==> config.mk <==
export PLATFORM = sky130hd
export DESIGN_NAME = csr_irq_ctrl
export DESIGN_NICKNAME = d
export VERILOG_FILES = /design/src/rtl/rv32_csr_pkg.sv /design/src/rtl/csr_irq_arb.sv /design/src/rtl/csr_irq_ctrl.sv
export SDC_FILE = /design/constraint.sdc
export NUM_CORES = 1
export LEC_CHECK = 0
export ABC_CLOCK_PERIOD_IN_PS = 3700
export CAP_MARGIN = 15
export CORE_AREA = 2 2 172 174
export CTS_BUF_LIST = sky130_fd_sc_hd__clkbuf_8
export CTS_CLUSTER_DIAMETER = 200
export DETAILED_ROUTE_END_ITERATION = 10
export DIE_AREA = 0 0 174 176
export HOLD_SLACK_MARGIN = 0.12
export PLACE_DENSITY_LB_ADDON = 0.1
export SETUP_SLACK_MARGIN = 0.2
export SLEW_MARGIN = 10
export SYNTH_ARGS = -nofsm -noshare
export SYNTH_HDL_FRONTEND = slang
export SYNTH_HIERARCHICAL = 1
export SYNTH_SLANG_ARGS = --single-unit
==> constraint.sdc <==
create_clock -name clk -period 3.7 [get_ports clk]
set_input_delay 0.74 -clock clk [delete_from_list [all_inputs] [get_ports clk]]
set_output_delay 0.74 -clock clk [all_outputs]
set_load 0.03 [all_outputs]
==> src/rtl/rv32_csr_pkg.sv <==
// Shared constants and types for the RV32 machine-mode CSR block:
// CSR indices, mstatus bit positions, interrupt cause base, mtvec modes,
// the interrupt FSM state type and a writable-index helper.
// Optional build macro: CSR_MINSTRET_EN (adds the minstret counter indices).
package rv32_csr_pkg;

   // Machine-mode CSR indices
   localparam logic [11:0] CSR_MSTATUS   = 12'h300;
   localparam logic [11:0] CSR_MIE       = 12'h304;
   localparam logic [11:0] CSR_MTVEC     = 12'h305;
   localparam logic [11:0] CSR_MSCRATCH  = 12'h340;
   localparam logic [11:0] CSR_MEPC      = 12'h341;
   localparam logic [11:0] CSR_MCAUSE    = 12'h342;
   localparam logic [11:0] CSR_MIP       = 12'h344;
   localparam logic [11:0] CSR_MCYCLE    = 12'hB00;
   localparam logic [11:0] CSR_MCYCLEH   = 12'hB80;
   localparam logic [11:0] CSR_MINSTRET  = 12'hB02;
   localparam logic [11:0] CSR_MINSTRETH = 12'hB82;
   localparam logic [11:0] CSR_CYCLE     = 12'hC00;
   localparam logic [11:0] CSR_CYCLEH    = 12'hC80;
   localparam logic [11:0] CSR_INSTRET   = 12'hC02;
   localparam logic [11:0] CSR_INSTRETH  = 12'hC82;

   // mstatus fields that are actually stored
   localparam int MSTATUS_MIE_BIT  = 3;
   localparam int MSTATUS_MPIE_BIT = 7;

   // Platform line i reports cause IRQ_CAUSE_BASE+i and lives at mie/mip bit IRQ_CAUSE_BASE+i
   localparam int IRQ_CAUSE_BASE = 16;

   // mtvec[1:0] encodings; the reserved values 2 and 3 behave as direct
   localparam logic [1:0] MTVEC_MODE_DIRECT   = 2'b00;
   localparam logic [1:0] MTVEC_MODE_VECTORED = 2'b01;

   // Interrupt handshake FSM
   typedef enum logic {
      ST_IDLE = 1'b0,
      ST_REQ  = 1'b1
   } irq_state_e;

   // True for indices that accept writes (and therefore take the read bypass)
   function automatic logic csr_writable(input logic [11:0] idx);
      logic w;
      case (idx)
         CSR_MSTATUS, CSR_MIE, CSR_MTVEC, CSR_MSCRATCH, CSR_MEPC, CSR_MCAUSE,
         CSR_MCYCLE, CSR_MCYCLEH: w = 1'b1;
`ifdef CSR_MINSTRET_EN
         CSR_MINSTRET, CSR_MINSTRETH: w = 1'b1;
`endif
         default: w = 1'b0;
      endcase
      return w;
   endfunction

endpackage

==> src/rtl/csr_irq_arb.sv <==
// Highest-index-wins priority encoder over the pending interrupt lines.
// Produces a valid flag and the 5-bit cause code (IRQ_CAUSE_BASE + index).
module csr_irq_arb
   import rv32_csr_pkg::*;
#(
   parameter int NUM_IRQ = 8
) (
   input  logic [NUM_IRQ-1:0] pend_i,
   output logic               valid_o,
   output logic [4:0]         cause_o
);

   // Ascending scan so the last (highest) set line overrides lower ones
   always_comb begin
      valid_o = |pend_i;
      cause_o = '0;
      for (int i = 0; i < NUM_IRQ; i++) begin
         if (pend_i[i]) cause_o = 5'(IRQ_CAUSE_BASE + i);
      end
   end

endmodule

==> src/rtl/csr_irq_ctrl.sv <==
// Machine-mode CSR block with level interrupts for the RV32 core.
// Read port beside decode (combinational, with write bypass), write port
// from writeback, and a request/acknowledge interrupt handshake:
//   int_req rises when a request is latched and stays high, with int_cause
//   frozen, until the pipeline pulses int_ack; the trap CSR updates happen
//   on that same edge and int_req drops on the next cycle.
// The FSM state is visible on int_req (ST_REQ <=> int_req=1).
// Optional build macro: CSR_MINSTRET_EN adds instret_inc and minstret.
module csr_irq_ctrl
   import rv32_csr_pkg::*;
#(
   parameter int          NUM_IRQ   = 8,
   parameter logic [31:0] MTVEC_RST = 32'h2000_0064,
   parameter int          CYCLE_W   = 64
) (
   input  logic               clk,
   input  logic               rst_n,
   input  logic [11:0]        rd_idx,
   output logic [31:0]        rd_data,
   output logic               rd_illegal,
   input  logic               wb_en,
   input  logic [11:0]        wb_idx,
   input  logic [31:0]        wb_data,
   input  logic [NUM_IRQ-1:0] irq_in,
   output logic               int_req,
   output logic [4:0]         int_cause,
   input  logic               int_ack,
   input  logic [31:0]        epc_in,
   input  logic               mret_en,
   output logic [31:0]        trap_pc,
   output logic [31:0]        restore_pc,
`ifdef CSR_MINSTRET_EN
   input  logic               instret_inc,
`endif
   output logic               mie_o
);

   localparam int HI_W = CYCLE_W - 32;

   irq_state_e          state_q, state_d;
   logic [4:0]          int_cause_q, int_cause_d;
   logic                mstatus_mie_q, mstatus_mie_d;
   logic                mstatus_mpie_q, mstatus_mpie_d;
   logic [NUM_IRQ-1:0]  mie_q, mie_d;
   logic [NUM_IRQ-1:0]  mip_q, mip_d;
   logic [31:0]         mtvec_q, mtvec_d;
   logic [31:0]         mscratch_q, mscratch_d;
   logic [31:0]         mepc_q, mepc_d;
   logic [31:0]         mcause_q, mcause_d;
   logic [CYCLE_W-1:0]  mcycle_q, mcycle_d;
`ifdef CSR_MINSTRET_EN
   logic [CYCLE_W-1:0]  minstret_q, minstret_d;
`endif

   logic                arb_valid;
   logic [4:0]          arb_cause;
   logic                ack_take;
   logic [31:0]         trap_base;

   csr_irq_arb #(.NUM_IRQ(NUM_IRQ)) u_arb (
      .pend_i  (mip_q & mie_q),
      .valid_o (arb_valid),
      .cause_o (arb_cause)
   );

   // An acknowledge only counts while a request is outstanding
   assign ack_take = int_ack && (state_q == ST_REQ);

   // Interrupt FSM next state; the cause is captured only on entry to REQ
   always_comb begin
      state_d     = state_q;
      int_cause_d = int_cause_q;
      case (state_q)
         ST_IDLE: begin
            if (mstatus_mie_q && arb_valid) begin
               state_d     = ST_REQ;
               int_cause_d = arb_cause;
            end
         end
         ST_REQ: begin
            if (int_ack) state_d = ST_IDLE;
         end
         default: state_d = ST_IDLE;
      endcase
   end

   // CSR next state, applied in rising priority: CSR write, mret, trap entry
   always_comb begin
      mstatus_mie_d  = mstatus_mie_q;
      mstatus_mpie_d = mstatus_mpie_q;
      mie_d          = mie_q;
      mip_d          = irq_in;
      mtvec_d        = mtvec_q;
      mscratch_d     = mscratch_q;
      mepc_d         = mepc_q;
      mcause_d       = mcause_q;
      mcycle_d       = mcycle_q + CYCLE_W'(1);
`ifdef CSR_MINSTRET_EN
      minstret_d     = instret_inc ? minstret_q + CYCLE_W'(1) : minstret_q;
`endif
      if (wb_en) begin
         case (wb_idx)
            CSR_MSTATUS: begin
               mstatus_mie_d  = wb_data[MSTATUS_MIE_BIT];
               mstatus_mpie_d = wb_data[MSTATUS_MPIE_BIT];
            end
            CSR_MIE:      mie_d      = wb_data[IRQ_CAUSE_BASE +: NUM_IRQ];
            CSR_MTVEC:    mtvec_d    = wb_data;
            CSR_MSCRATCH: mscratch_d = wb_data;
            CSR_MEPC:     mepc_d     = wb_data & 32'hFFFF_FFFC;
            CSR_MCAUSE:   mcause_d   = wb_data;
            // Half writes load one half and freeze the other: no count, no carry
            CSR_MCYCLE:   mcycle_d   = {mcycle_q[CYCLE_W-1:32], wb_data};
            CSR_MCYCLEH:  mcycle_d   = {wb_data[HI_W-1:0], mcycle_q[31:0]};
`ifdef CSR_MINSTRET_EN
            CSR_MINSTRET:  minstret_d = {minstret_q[CYCLE_W-1:32], wb_data};
            CSR_MINSTRETH: minstret_d = {wb_data[HI_W-1:0], minstret_q[31:0]};
`endif
            default: ;
         endcase
      end
      if (mret_en) begin
         mstatus_mie_d  = mstatus_mpie_q;
         mstatus_mpie_d = 1'b1;
      end
      if (ack_take) begin
         mepc_d         = epc_in & 32'hFFFF_FFFC;
         mcause_d       = {1'b1, 26'b0, int_cause_q};
         mstatus_mpie_d = mstatus_mie_q;
         mstatus_mie_d  = 1'b0;
      end
   end

   // State registers; reset drops any outstanding request immediately
   always_ff @(posedge clk or negedge rst_n) begin
      if (!rst_n) begin
         state_q        <= ST_IDLE;
         int_cause_q    <= '0;
         mstatus_mie_q  <= 1'b0;
         mstatus_mpie_q <= 1'b0;
         mie_q          <= '0;
         mip_q          <= '0;
         mtvec_q        <= MTVEC_RST;
         mscratch_q     <= '0;
         mepc_q         <= '0;
         mcause_q       <= '0;
         mcycle_q       <= '0;
`ifdef CSR_MINSTRET_EN
         minstret_q     <= '0;
`endif
      end else begin
         state_q        <= state_d;
         int_cause_q    <= int_cause_d;
         mstatus_mie_q  <= mstatus_mie_d;
         mstatus_mpie_q <= mstatus_mpie_d;
         mie_q          <= mie_d;
         mip_q          <= mip_d;
         mtvec_q        <= mtvec_d;
         mscratch_q     <= mscratch_d;
         mepc_q         <= mepc_d;
         mcause_q       <= mcause_d;
         mcycle_q       <= mcycle_d;
`ifdef CSR_MINSTRET_EN
         minstret_q     <= minstret_d;
`endif
      end
   end

   // Read mux; a same-cycle write to a writable index is forwarded
   always_comb begin
      rd_data    = '0;
      rd_illegal = 1'b0;
      case (rd_idx)
         CSR_MSTATUS: begin
            rd_data[MSTATUS_MIE_BIT]  = mstatus_mie_q;
            rd_data[MSTATUS_MPIE_BIT] = mstatus_mpie_q;
         end
         CSR_MIE:      rd_data[IRQ_CAUSE_BASE +: NUM_IRQ] = mie_q;
         CSR_MIP:      rd_data[IRQ_CAUSE_BASE +: NUM_IRQ] = mip_q;
         CSR_MTVEC:    rd_data = mtvec_q;
         CSR_MSCRATCH: rd_data = mscratch_q;
         CSR_MEPC:     rd_data = mepc_q;
         CSR_MCAUSE:   rd_data = mcause_q;
         CSR_MCYCLE,  CSR_CYCLE:  rd_data = mcycle_q[31:0];
         CSR_MCYCLEH, CSR_CYCLEH: rd_data[HI_W-1:0] = mcycle_q[CYCLE_W-1:32];
`ifdef CSR_MINSTRET_EN
         CSR_MINSTRET,  CSR_INSTRET:  rd_data = minstret_q[31:0];
         CSR_MINSTRETH, CSR_INSTRETH: rd_data[HI_W-1:0] = minstret_q[CYCLE_W-1:32];
`endif
         default: rd_illegal = 1'b1;
      endcase
      if (wb_en && (wb_idx == rd_idx) && csr_writable(rd_idx)) rd_data = wb_data;
   end

   // Trap target: vectored mode offsets by 4*cause using the committed mcause
   always_comb begin
      trap_base = {mtvec_q[31:2], 2'b00};
      if (mtvec_q[1:0] == MTVEC_MODE_VECTORED) begin
         trap_pc = trap_base + {25'b0, mcause_q[4:0], 2'b00};
      end else begin
         trap_pc = trap_base;
      end
   end

   assign int_req    = (state_q == ST_REQ);
   assign int_cause  = int_cause_q;
   assign restore_pc = mepc_q;
   assign mie_o      = mstatus_mie_q;

endmodule

# Yosys cells after proc, flatten, opt, wreduce, memory -nomap -nowiden
# Cells that the tools add are included.
word_totals:
  reg_bits: 216
  out_inout_bits: 104
  word_cells: 98
classes:
  n_addsub: 2
  n_eq_ne: 23
  muxes: 38
  bitwise_logic: 2
  n_reduce_logical: 21
op_table:
  columns: ["op", "n"]
  rows:
  - ["$mux 32", 8]
  - ["$eq 12x10->1 const B", 13]
  - ["$pmux 64 s2", 1]
  - ["$pmux 8 s6", 2]
  - ["$eq 12x12->1 const B", 6]
  - ["$add 64x1->64 const B", 1]
  - ["$mux 64", 1]
  - ["$pmux 8 s8", 1]
  - ["$mux 5", 8]
  - ["$pmux 3 s6", 2]
  - ["$add 32x7->32", 1]
  - ["$reduce_or 8->1", 2]
  - ["$pmux 1 s7", 2]
  - ["$reduce_and 2->1", 7]
  - ["$eq 12x12->1", 1]
  - ["$mux 1", 12]
  - ["$reduce_or 11->1", 1]
  - ["$and 8x8->8", 1]
  - ["$reduce_bool 2->1", 3]
  - ["$reduce_bool 3->1", 2]
  - ["$logic_and 1x1->1", 4]
  - ["$ne 2x2->1 const B", 2]
  - ["$reduce_or 2->1", 2]
  - ["$eq 2x1->1 const B", 1]
  - ["2 further kinds", 2]

# Logic depth before layout (Yosys ltp)
logic_depth:
  depth_word: 9
  depth_mapped: 10
  depth_no_buf: 8

# Cells and area by module
# The synthesis kept the hierarchy.
by_module_without_submodules:
  columns: ["mod", "n_inst", "cells_per_inst", "area_per_inst_um2", "seq_area_each_um2"]
  rows:
  - ["csr_irq_ctrl", 1, 1428, 12673.4, 5360.1]
  - ["csr_irq_arb", 1, 15, 75.1, 0.0]

# Worst setup path before layout
# No wires, ideal clock.
synth_path:
  path_kind: "input port to output port"
  start: "in rd_idx[3]"
  end: "out rd_data[0]"
  arrival_ns: 2.817
  path_slack_ns: 0.143
  cell_stages: 8
  path_buffers: 3
  path_cell_list: "clkbuf_1 nor3_1 o2111a_1 and2_1 clkbuf_1 clkbuf_1 a22oi_1 a31oi_1"
synth_between:
  elab_chain_cells: 5
synth_lines:
  columns: ["item", "line", "text"]
  rows:
  - ["start: declaration", "csr_irq_ctrl.sv:18", "input logic [11:0] rd_idx,"]
  - ["$eq 12x10->1 (tied with other cells)", "rv32_csr_pkg.sv:44", "case (idx)"]
  - ["$reduce_or 8->1", "rv32_csr_pkg.sv:44", null]
  - ["$mux 1", "rv32_csr_pkg.sv:44", null]
  - ["$logic_and 1x1->1", "csr_irq_ctrl.sv:192", "if (wb_en && (wb_idx == rd_idx) && csr_writable(rd_idx)) rd_data = wb_data;"]
  - ["$mux 32 *", "csr_irq_ctrl.sv:192", null]
  - ["end: declaration", "csr_irq_ctrl.sv:19", "output logic [31:0] rd_data,"]
# Mark *: on every way between the ends. The rest lies on a longest branch, timed or not.

# Worst setup path in the final report
layout_path:
  start: "in rd_idx[1]"
  end: "out rd_data[14]"
# Same word-level chain as after synthesis.

==> flow_summary.ini <==
[clocking]
clock_sinks = 214
clk_path_buf_depth = 3
clock_latency_ns = 0.55
cts_buffers = 41
hold_buffers = 0
cts_tree = built
htree_levels = 2
cts_root_buf = clkbuf_8
path_clk_slew_ns = 0.06

[power]
swShare_pct = 31.3
power.density_mw_per_mm2 = 344
clockPowerShare_pct = 37.0
p_switching_mw = 1.91
p_leak_nw = 7.71
peakVddDrop_mv = 0.274
p_comb_share_pct = 18.0
internal-power_mw = 4.20
power_frac_seq_pct = 45.0

[sta]
max-slew-margin-rel_pct = 44.5
finalHoldViolCount = 0
fin_crit_ns = 3.49
max_freq_ghz = 0.287
fin_hold_ws_ns = 0.201
rsz0062_at_grt = true
fin_ws_ns = 0.214
worst_slew_pin_slew_ns = 0.830
report.final.slew_viol_count = 0
finalCritPeriodShare_pct = 94.2
finalSetupViolCount = 0
finClkSkew_ns = 0.0215

[finish]
fin_area_mm2 = 0.0178
fin_nets = 1857
area_growth_pct = 39.6
antenna_cells = 0
drive_above_1_share_pct = 25.8
fin_cells = 2160
fillCellCount = 2495
multi_input_comb_area_mm2 = 0.00741
area.sequential_mm2 = 0.00536

[worst_setup_path]
cp_max_fo = 5
reg2reg_slack_ns = 0.80
worstSetupStartpointType = primary input
required_ns = 2.96
crit_path_cell_trace = clkdlybuf4s15_2, nor4_4, o2111ai_2, nand4b_1, nand3_4, buf_6, bufbuf_16, a31oi_4, buf_12
end_kind = primary output
critical_path.slowest_cell = nor4_4
max_stage_delay_ns = 0.37
crit_type = primary input to primary output
crit_arrival_ns = 2.75

[placed_design]
place_ws_ns = -0.124
globalplace.congestion = 1.02
numPortBuffers = 198
dpl.hpwl_um = 36000
place_area_mm2 = 0.0164
dpl.cell_count = 2065

[detailed_routing]
vias = 13500
drtIter0Drc = 1728
route.detailed.drc = 0
viasPerCell = 6.24
drt-total-wl_um = 51600
drtPass1Iterations = 8
routedWlPerCell_um = 23.9
ant_nets = 0

[status]
status = finished, final reports clean

[synth]
yosysSeqAreaShare_pct = 42.0
syn_inst = 1443
synth-seq-cells = 214
synthArstFlopShare_pct = 100
ys.flop_type = dfrtp_1
avgSynthCellArea_um2 = 8.83
netlist_area_mm2 = 0.0127
ys_warn_count = 6
synth.distinct_cells = 72
synth_edf_count = 0

[global_route]
grtUsageTotal_pct = 33.2
grt_overflow = 0
grt_pass1_vias = 12900
antenna_found_initial = 0
grt_max_degree = 77
grt_pass1_wl_um = 78300

[die]
die_x_um = 174
start_util_pct = 44.7
die_height_um = 176
coreArea_mm2 = 0.0285
die-area_mm2 = 0.0306
ioPinCount = 205
rows = 62

[min_path]
hold_class = primary input to async pin

[job]
drv_cap = 0
## flip-flops by register name, summed over array words and instances (netlist names)
signal	count
int_cause	5
mcause_q	32
mtvec_q	32
mcycle_q	64
mie_o	1
mie_q	8
mip_q	8
int_req	1
mscratch_q	32
restore_pc	30
mstatus_mpie_q	1
## worst max-delay path: cells and delay by family
kind | cells | cell delay (ns)
AND/OR/NAND/NOR | 3 | 0.76
AO/OA/AOI/OAI | 2 | 0.38
buffers and inverters | 4 | 0.87
## layout make-up
cell class / instances / share of cell area [%]
clock inverter: 21 / 0.520
inverter: 18 / 0.380
tap: 384 / 2.70
timing repair buffer: 352 / 20.9
sequential: 214 / 30.1
clock buffer: 49 / 3.79
multi-input combinational: 1122 / 41.6
## layer usage
layer	vias to the layer above	global-route usage, %	routed length [um]
met2	785	50.1	22600
li1	5950	-	-
met5	-	0	0
met3	141	7.21	5520
met4	0	11.1	1750
met1	6601	47.5	21800
## stage by stage
stage / utilization [%] / total power [mW] / setup TNS, ns
final: 62.3 / 6.12 / 0
after global routing: 62.3 / 6.35 / 0
after CTS: 62.3 / 6.11 / 0
after detailed placement: 57.4 / 3.85 / -2.21
after global placement: 57.4 / 3.83 / -0.819
after floorplan: - / 3.22 / 0
## synth_stat cells, types with 5 or more instances
library cell	n	area (um^2)
nor2_1	174	653
o221a_2	11	124
nand3_1	60	300
a211o_1	5	43.8
nand2b_1	5	31.3
buf_2	22	110
buf_4	8	60.1
nand4_1	29	181
o211ai_1	10	75.1
and3_1	26	163
o21ai_0	32	160
or3_1	6	37.5
and2_1	15	93.8
a31oi_1	70	438
inv_1	17	63.8
nor4_1	11	68.8
a22oi_1	51	383
nand2_1	209	785
mux2i_1	14	140
a21oi_1	77	385
a21o_1	5	37.5
a221oi_1	24	210
dfrtp_1	210	5260
and4_1	11	96.3
a211oi_1	14	105
nor3_1	25	125
ha_1	6	75.1
xor2_1	16	140
nor2b_1	9	56.3
xnor2_1	24	210
o31ai_1	5	37.5
a311oi_1	7	61.3
o22ai_1	14	87.6
mux2_2	85	957
clkbuf_1	60	225
## cells in the final DEF, fill, tap and decap left out, types with 8 or more instances in the layout
cell | synthesis | final
buf_12 | 0 | 45
clkbuf_2 | 0 | 17
xor2_1 | 16 | 15
inv_1 | 17 | 35
xnor2_1 | 24 | 24
clkdlybuf4s50_1 | 0 | 115
nor2_1 | 174 | 166
and3_1 | 26 | 25
and2_1 | 15 | 12
a31oi_4 | 0 | 8
buf_2 | 22 | 8
a221oi_1 | 24 | 22
o21ai_0 | 32 | 32
buf_4 | 8 | 132
a21oi_1 | 77 | 75
nor3_1 | 25 | 23
nand3_1 | 60 | 59
dfrtp_1 | 210 | 210
clkbuf_8 | 0 | 50
and4_1 | 11 | 10
nand2_1 | 209 | 205
o211ai_1 | 10 | 10
mux2i_1 | 14 | 14
o221a_2 | 11 | 11
a22oi_1 | 51 | 49
a31oi_2 | 0 | 17
nor4_1 | 11 | 8
mux2_2 | 85 | 85
dlygate4sd2_1 | 0 | 10
a211oi_1 | 14 | 14
nand4_1 | 29 | 29
o22ai_1 | 14 | 13
a31oi_1 | 70 | 45
## power by group through the flow
stage	Combinational [mW]	Clock [mW]	Sequential [mW]
2_1_floorplan	0.323	0	2.90
3_3_place_gp	1.05	0	2.78
3_5_place_dp	1.07	0	2.78
4_1_cts	1.08	2.28	2.75
5_1_grt	1.17	2.40	2.78
6_report	1.10	2.27	2.75
## cell families (layout without fill, tap and decap cells)
logic type / after synthesis / after routing / share of synthesized area [%]
AO/OA/AOI/OAI: 356 / 356 / 19.1
XOR/XNOR: 40 / 40 / 2.75
adder cells (fa/ha/maj): 7 / 7 / 0.746
buffers and inverters: 110 / 440 / 3.69
flip-flops: 214 / 214 / 42.0
multiplexers: 101 / 101 / 8.78
other: 2 / 5 / 0.0589
AND/OR/NAND/NOR: 613 / 613 / 22.9
## final timing paths
path / start / to / cells past startpoint
max: rd_idx[1] / rd_data[14] / 9
min: rst_n / restore_pc[20] / 1
max reg2reg: mcycle_q[10] / mcycle_q[48] / 6
min reg2reg: mscratch_q[3] / mscratch_q[3] / 1
max in group asynchronous: rst_n / mcycle_q[4] / 2
min in group clk: mscratch_q[3] / mscratch_q[3] / 1
## repair_timing
item / in CTS / in global routing
gates cloned: 9 / 0
pin swaps: 18 / 17
gates resized for setup: 158 / 57
hold endpoints to repair: 0 / 0
buffers inserted: 11 / 5
setup endpoints to repair: 58 / 60
Note: power is estimated with default switching activity, not from simulation.
